<file path="config.mk">
export PLATFORM = sky130hd
export DESIGN_NAME = decoder_nto2n_seq
export DESIGN_NICKNAME = d
export VERILOG_FILES = /design/src/rtl/decoder_pkg.sv /design/src/rtl/scan_step_counter.sv /design/src/rtl/decoder_nto2n_seq.sv
export SDC_FILE = /design/constraint.sdc
export NUM_CORES = 1
export LEC_CHECK = 0
export ABC_CLOCK_PERIOD_IN_PS = 2700
export BUFFER_PORTS_ARGS = -buffer_cell sky130_fd_sc_hd__buf_2
export CAP_MARGIN = 10
export CORE_ASPECT_RATIO = 1.75
export CORE_MARGIN = 4
export CORE_UTILIZATION = 45
export CTS_CLUSTER_DIAMETER = 40
export DETAILED_ROUTE_END_ITERATION = 8
export PLACE_DENSITY = 0.65
export REMOVE_ABC_BUFFERS = 1
export SYNTH_ARGS = -nofsm -noshare
export SYNTH_HDL_FRONTEND = slang
export SYNTH_HIERARCHICAL = 1
export SYNTH_SLANG_ARGS = --single-unit
</file>
<file path="constraint.sdc">
create_clock -name clk -period 2.7 [get_ports clk]
set_input_delay 0.54 -clock clk [delete_from_list [all_inputs] [get_ports clk]]
set_output_delay 0.54 -clock clk [all_outputs]
set_load 0.005 [all_outputs]
</file>
<file path="src/rtl/decoder_pkg.sv">
// rtl/decoder_pkg.sv - shared state encoding and one-hot helper for the decoder blocks
package decoder_pkg;

    typedef enum logic [1:0] {
        IDLE   = 2'd0,
        DIRECT = 2'd1,
        BLANK  = 2'd2,
        SCAN   = 2'd3
    } dec_state_t;

    // Widest one-hot vector the helper can produce; callers truncate to their width.
    localparam int ONEHOT_MAX_W = 256;

    // Returns 1<<idx, or zero when idx falls outside the requested width.
    function automatic logic [ONEHOT_MAX_W-1:0] onehot(input int unsigned idx,
                                                        input int unsigned width);
        logic [ONEHOT_MAX_W-1:0] v;
        v = '0;
        if (idx < width) begin
            v = {{(ONEHOT_MAX_W-1){1'b0}}, 1'b1} << idx;
        end
        return v;
    endfunction

endpackage

</file>
<file path="src/rtl/scan_step_counter.sv">
// rtl/scan_step_counter.sv - dwell counter with modulo-2^SEL_W index and wrap pulse
module scan_step_counter #(
    parameter int SEL_W = 3,
    parameter int DWELL = 4
) (
    input  logic             clk,
    input  logic             rst_n,
    input  logic             clr,
    input  logic             run,
    output logic [SEL_W-1:0] idx_nxt,
    output logic             wrap
);

    localparam int CNT_W = (DWELL > 1) ? $clog2(DWELL) : 1;

    logic [CNT_W-1:0] r_cnt;
    logic [SEL_W-1:0] r_idx;
    logic [CNT_W-1:0] w_cnt_nxt;
    logic             w_wrap_nxt;

    // Next index is exported so the owner can register the decoded strobe in the same edge
    always_comb begin
        w_cnt_nxt  = r_cnt;
        idx_nxt    = r_idx;
        w_wrap_nxt = 1'b0;
        if (clr) begin
            w_cnt_nxt = '0;
            idx_nxt   = '0;
        end else if (run) begin
            if (r_cnt == CNT_W'(DWELL - 1)) begin
                w_cnt_nxt  = '0;
                idx_nxt    = r_idx + SEL_W'(1);
                w_wrap_nxt = (r_idx == {SEL_W{1'b1}});
            end else begin
                w_cnt_nxt = r_cnt + CNT_W'(1);
            end
        end
    end

    // Counter state and the registered wrap pulse
    always_ff @(posedge clk or negedge rst_n) begin
        if (!rst_n) begin
            r_cnt <= '0;
            r_idx <= '0;
            wrap  <= 1'b0;
        end else begin
            r_cnt <= w_cnt_nxt;
            r_idx <= idx_nxt;
            wrap  <= w_wrap_nxt;
        end
    end

endmodule

</file>
<file path="src/rtl/decoder_nto2n_seq.sv">
// rtl/decoder_nto2n_seq.sv - registered N-to-2^N one-hot decoder with direct and scan modes
module decoder_nto2n_seq
    import decoder_pkg::*;
#(
    parameter int SEL_W      = 3,
    parameter int OUT_W      = 1 << SEL_W,
    parameter int DWELL      = 4,
    parameter bit ACTIVE_LOW = 1'b0
) (
    input  logic             clk,
    input  logic             rst_n,
    input  logic             en,
    input  logic             mode,
    input  logic             in_valid,
    output logic             in_ready,
    input  logic [SEL_W-1:0] sel,
    output logic [OUT_W-1:0] y,
    output logic             y_valid,
    output logic [SEL_W-1:0] scan_idx,
    output logic             wrap
);

    if ((OUT_W != (1 << SEL_W)) || (DWELL < 1) || (OUT_W > ONEHOT_MAX_W)) begin : g_bad_params
        $error("decoder_nto2n_seq: OUT_W must equal 2**SEL_W and DWELL must be >= 1");
    end

    // XOR mask applied to every decoded value; also the idle pattern
    localparam logic [OUT_W-1:0] Y_IDLE = ACTIVE_LOW ? {OUT_W{1'b1}} : {OUT_W{1'b0}};

    dec_state_t       r_state;
    logic [SEL_W-1:0] w_idx_nxt;
    logic             w_clr;
    logic             w_run;
    logic [OUT_W-1:0] w_y_sel;
    logic [OUT_W-1:0] w_y_scan;

    // Counter idles at zero outside SCAN so entry always starts from index 0;
    // leaving SCAN via mode=0 freezes it (clr low, run low) for one cycle only.
    assign w_clr    = !en || (r_state != SCAN);
    assign w_run    = en && (r_state == SCAN) && mode;
    assign in_ready = (r_state == DIRECT) && en && !mode;
    assign w_y_sel  = OUT_W'(onehot(32'(sel), OUT_W)) ^ Y_IDLE;
    assign w_y_scan = OUT_W'(onehot(32'(w_idx_nxt), OUT_W)) ^ Y_IDLE;

    scan_step_counter #(
        .SEL_W (SEL_W),
        .DWELL (DWELL)
    ) u_step (
        .clk     (clk),
        .rst_n   (rst_n),
        .clr     (w_clr),
        .run     (w_run),
        .idx_nxt (w_idx_nxt),
        .wrap    (wrap)
    );

    // Mode FSM with registered strobe, valid flag and index; en=0 overrides everything
    always_ff @(posedge clk or negedge rst_n) begin
        if (!rst_n) begin
            r_state  <= IDLE;
            y        <= Y_IDLE;
            y_valid  <= 1'b0;
            scan_idx <= '0;
        end else if (!en) begin
            r_state  <= IDLE;
            y        <= Y_IDLE;
            y_valid  <= 1'b0;
            scan_idx <= '0;
        end else begin
            case (r_state)
                IDLE: begin
                    r_state <= BLANK;
                    y       <= Y_IDLE;
                    y_valid <= 1'b0;
                end
                BLANK: begin
                    if (mode) begin
                        r_state  <= SCAN;
                        y        <= w_y_scan;
                        y_valid  <= 1'b1;
                        scan_idx <= w_idx_nxt;
                    end else begin
                        r_state <= DIRECT;
                        y       <= Y_IDLE;
                        y_valid <= 1'b0;
                    end
                end
                DIRECT: begin
                    if (mode) begin
                        r_state <= BLANK;
                        y       <= Y_IDLE;
                        y_valid <= 1'b0;
                    end else if (in_valid) begin
                        y        <= w_y_sel;
                        y_valid  <= 1'b1;
                        scan_idx <= sel;
                    end
                end
                SCAN: begin
                    if (!mode) begin
                        r_state <= BLANK;
                        y       <= Y_IDLE;
                        y_valid <= 1'b0;
                    end else begin
                        y        <= w_y_scan;
                        y_valid  <= 1'b1;
                        scan_idx <= w_idx_nxt;
                    end
                end
                default: begin
                    r_state <= IDLE;
                    y       <= Y_IDLE;
                    y_valid <= 1'b0;
                end
            endcase
        end
    end

endmodule
</file>
==> reports/results.ini <==
[run_status]
status = finished clean

[global_route]
grt_usage = 0.163
grt_antenna_before_repair = 0
grt_overflow = 0
grt_pass1_vias = 957
grt_pass1_wl_um = 4180
grt_max_degree = 22

[timing]
clock.fmax_mhz = 477
finalWorstSetupSlack_ns = 0.606
setup_tns_ns = 0
worst_pin_slew_ns = 0.558
setup_violations = 0
report.final.slew_viol_count = 0
timing.final.hold_violations = 0
finalCritPeriodShare = 0.776
clock_skew_ns = 0.00488
rsz0062_at_grt = no
slew-limit-headroom = 0.626
period_minus_slack_ns = 2.09

[synthesis]
netlist_area_um2 = 1170
synth.most_common_cell = dfrtp_1
synth-seq-cells = 20
synthDistinctLibCells = 44
synth_common_cells = 20 x dfrtp_1, 8 x nand2_1
synth_top_area_frac = 0.426
synth_fa_ha_area_frac = 0.0426
netlist_top_cells_area = dfrtp_1 43%, ha_1 4.3%, a21bo_2 3.4%
yosysTopAreaCell = dfrtp_1
synthArstFlopShare = 1.00
synth_warnings = 6
synthMuxAreaShare = 0.0532
yosysSeqAreaShare = 0.426
synth_cells = 104
synth_compound_area_frac = 0.224
avgSynthCellArea_um2 = 11.3
synth_ff_type = dfrtp_1
synth_edf_count = 0
yosys.area_share.simple = 0.196
synth_top_family_by_area = compound AO/OA/AOI/OAI gates
synthXorXnorAreaFrac = 0.0149

[route]
first_iter_violations = 20
drc_errors = 0
routed_via_density = 6.01
dr_total_vias = 913
routed_wl_um = 2570
wl_per_cell_um = 16.9
postRouteAntennaNets = 0
drt-pass1-iter-count = 4

[pwr]
vdd_drop_max_v = 0.000247
total_power_w = 0.000590
power_density_nw_per_um2 = 440
p_leak_nw = 0.642

[placement]
place_congestion = 0.791
port_buffers = 21
placed_area_um2 = 1300
dp_hpwl_um = 1970
pre_cts_ws_ns = 0.402

[clock_network]
clock_path_buffers = 2
cts.repair.resized = 0
tritoncts = yes
htreeDepth = 1
path_clk_slew_ns = 0.07
cts_num_sinks = 20
post_cts_buffers = 0
root_buffer = clkbuf_8
clkLatencyLatePin_ns = 0.26
hold_buffers = 0
numCtsBuffers = 3

[job]
cap_violations = 0

[final_layout]
drive_gt1_frac = 0.325
area_growth_pct = 14.1
utilization = 0.538
layout.nets = 140
design_area_um2 = 1340
antennaDiodeCount = 0

[die]
ios = 22
fp-row-count = 24
initial_core_util = 0.471
core_um2 = 2490
die_w_um = 46.6
die_h_um = 75.6
dieArea_um2 = 3520

[critical_path]
arrival_ns = 2.28
endpoint_kind = register
r2r_cells = 8
crit_fanout = 10
critPathKind = reg -> reg
worstPathRequired_ns = 2.89
cp-start-kind = register

[min_path]
min-delay-path-class = in -> async

[where the power goes]
part	leakage [nW]	switching [W]	internal (W)
sequential	0.275	0.00000687	0.000307
combinational	0.345	0.0000503	0.0000355
clock	0.0216	0.0000911	0.0000993
[path summary, 6_finish.rpt]
kind | from | to | slack, ns
worst max-delay path | r_state[0] | y[0] | 0.61
worst min-delay path | rst_n | y[3] | 0.22
worst max register to register | r_state[0] | y[0] | 0.61
worst min register to register | y[2] | y[2] | 0.49
max in group asynchronous | rst_n | y[7] | 2.17
min in group clk | y[2] | y[2] | 0.49
[area by class of cell]
class / instances / area [um2]
well taps: 26 / 32.5
repair buffers: 25 / 135
multi-input cells: 76 / 623
inverters: 2 / 7.51
clock buffers: 3 / 41.3
fillers: 236 / 1150
flip-flops and latches: 20 / 500
[placed cells by master, fill, tap and decap left out, types with 3 or more instances in the layout]
cell type  synthesis  layout
a21oi_1            3       3
ha_1               4       4
nand2_1            8       8
clkbuf_8           0       3
o2bb2ai_1          3       3
nand2b_1           3       3
a22o_1             4       4
nor2_1             4       4
nand3_1            4       4
o32ai_1            3       3
buf_2              2      21
a21bo_2            4       4
mux2i_1            4       4
dfrtp_1           20      20
buf_4              1       4
[sequential cells by signal, indices dropped and copies added, names as in the netlist]
register	count
u_step/wrap	1
y	8
u_step/r_cnt	2
r_state	2
scan_idx	3
y_valid	1
u_step/r_idx	3
[stage by stage]
step           hold slack [ns]  instances
6_report                 0.218        152
5_1_grt                  0.249        152
4_1_cts                  0.236        152
3_5_place_dp             0.482        149
3_3_place_gp             0.469        149
2_1_floorplan            0.244         98
[layer usage]
| metal | routed length, um | global-route usage | up-vias |
|---|---|---|---|
| li1 | - | - | 435 |
| met1 | 1040 | 0.184 | 456 |
| met2 | 1410 | 0.294 | 18 |
| met3 | 92 | 0.0213 | 4 |
| met4 | 37 | 0.0738 | 0 |
| met5 | 0 | 0 | - |
[logic make-up after synthesis]
logic type	after synthesis
multiplexers	6
AO/OA/AOI/OAI	30
AND/OR/NAND/NOR	34
XOR/XNOR	2
buffers and inverters	8
adder cells (fa/ha/maj)	4
flip-flops	20
[critical path, stage by stage (launching register included)]
cell and delay [ns]:
dfrtp_1 0.49, nand3_1 0.15, nor2_1 0.12, buf_4 0.18, a21bo_2 0.14, a21oi_1 0.12
or3b_2 0.49, o32a_1 0.21, o2bb2ai_2 0.12
Power figures use the tool's default switching activity.
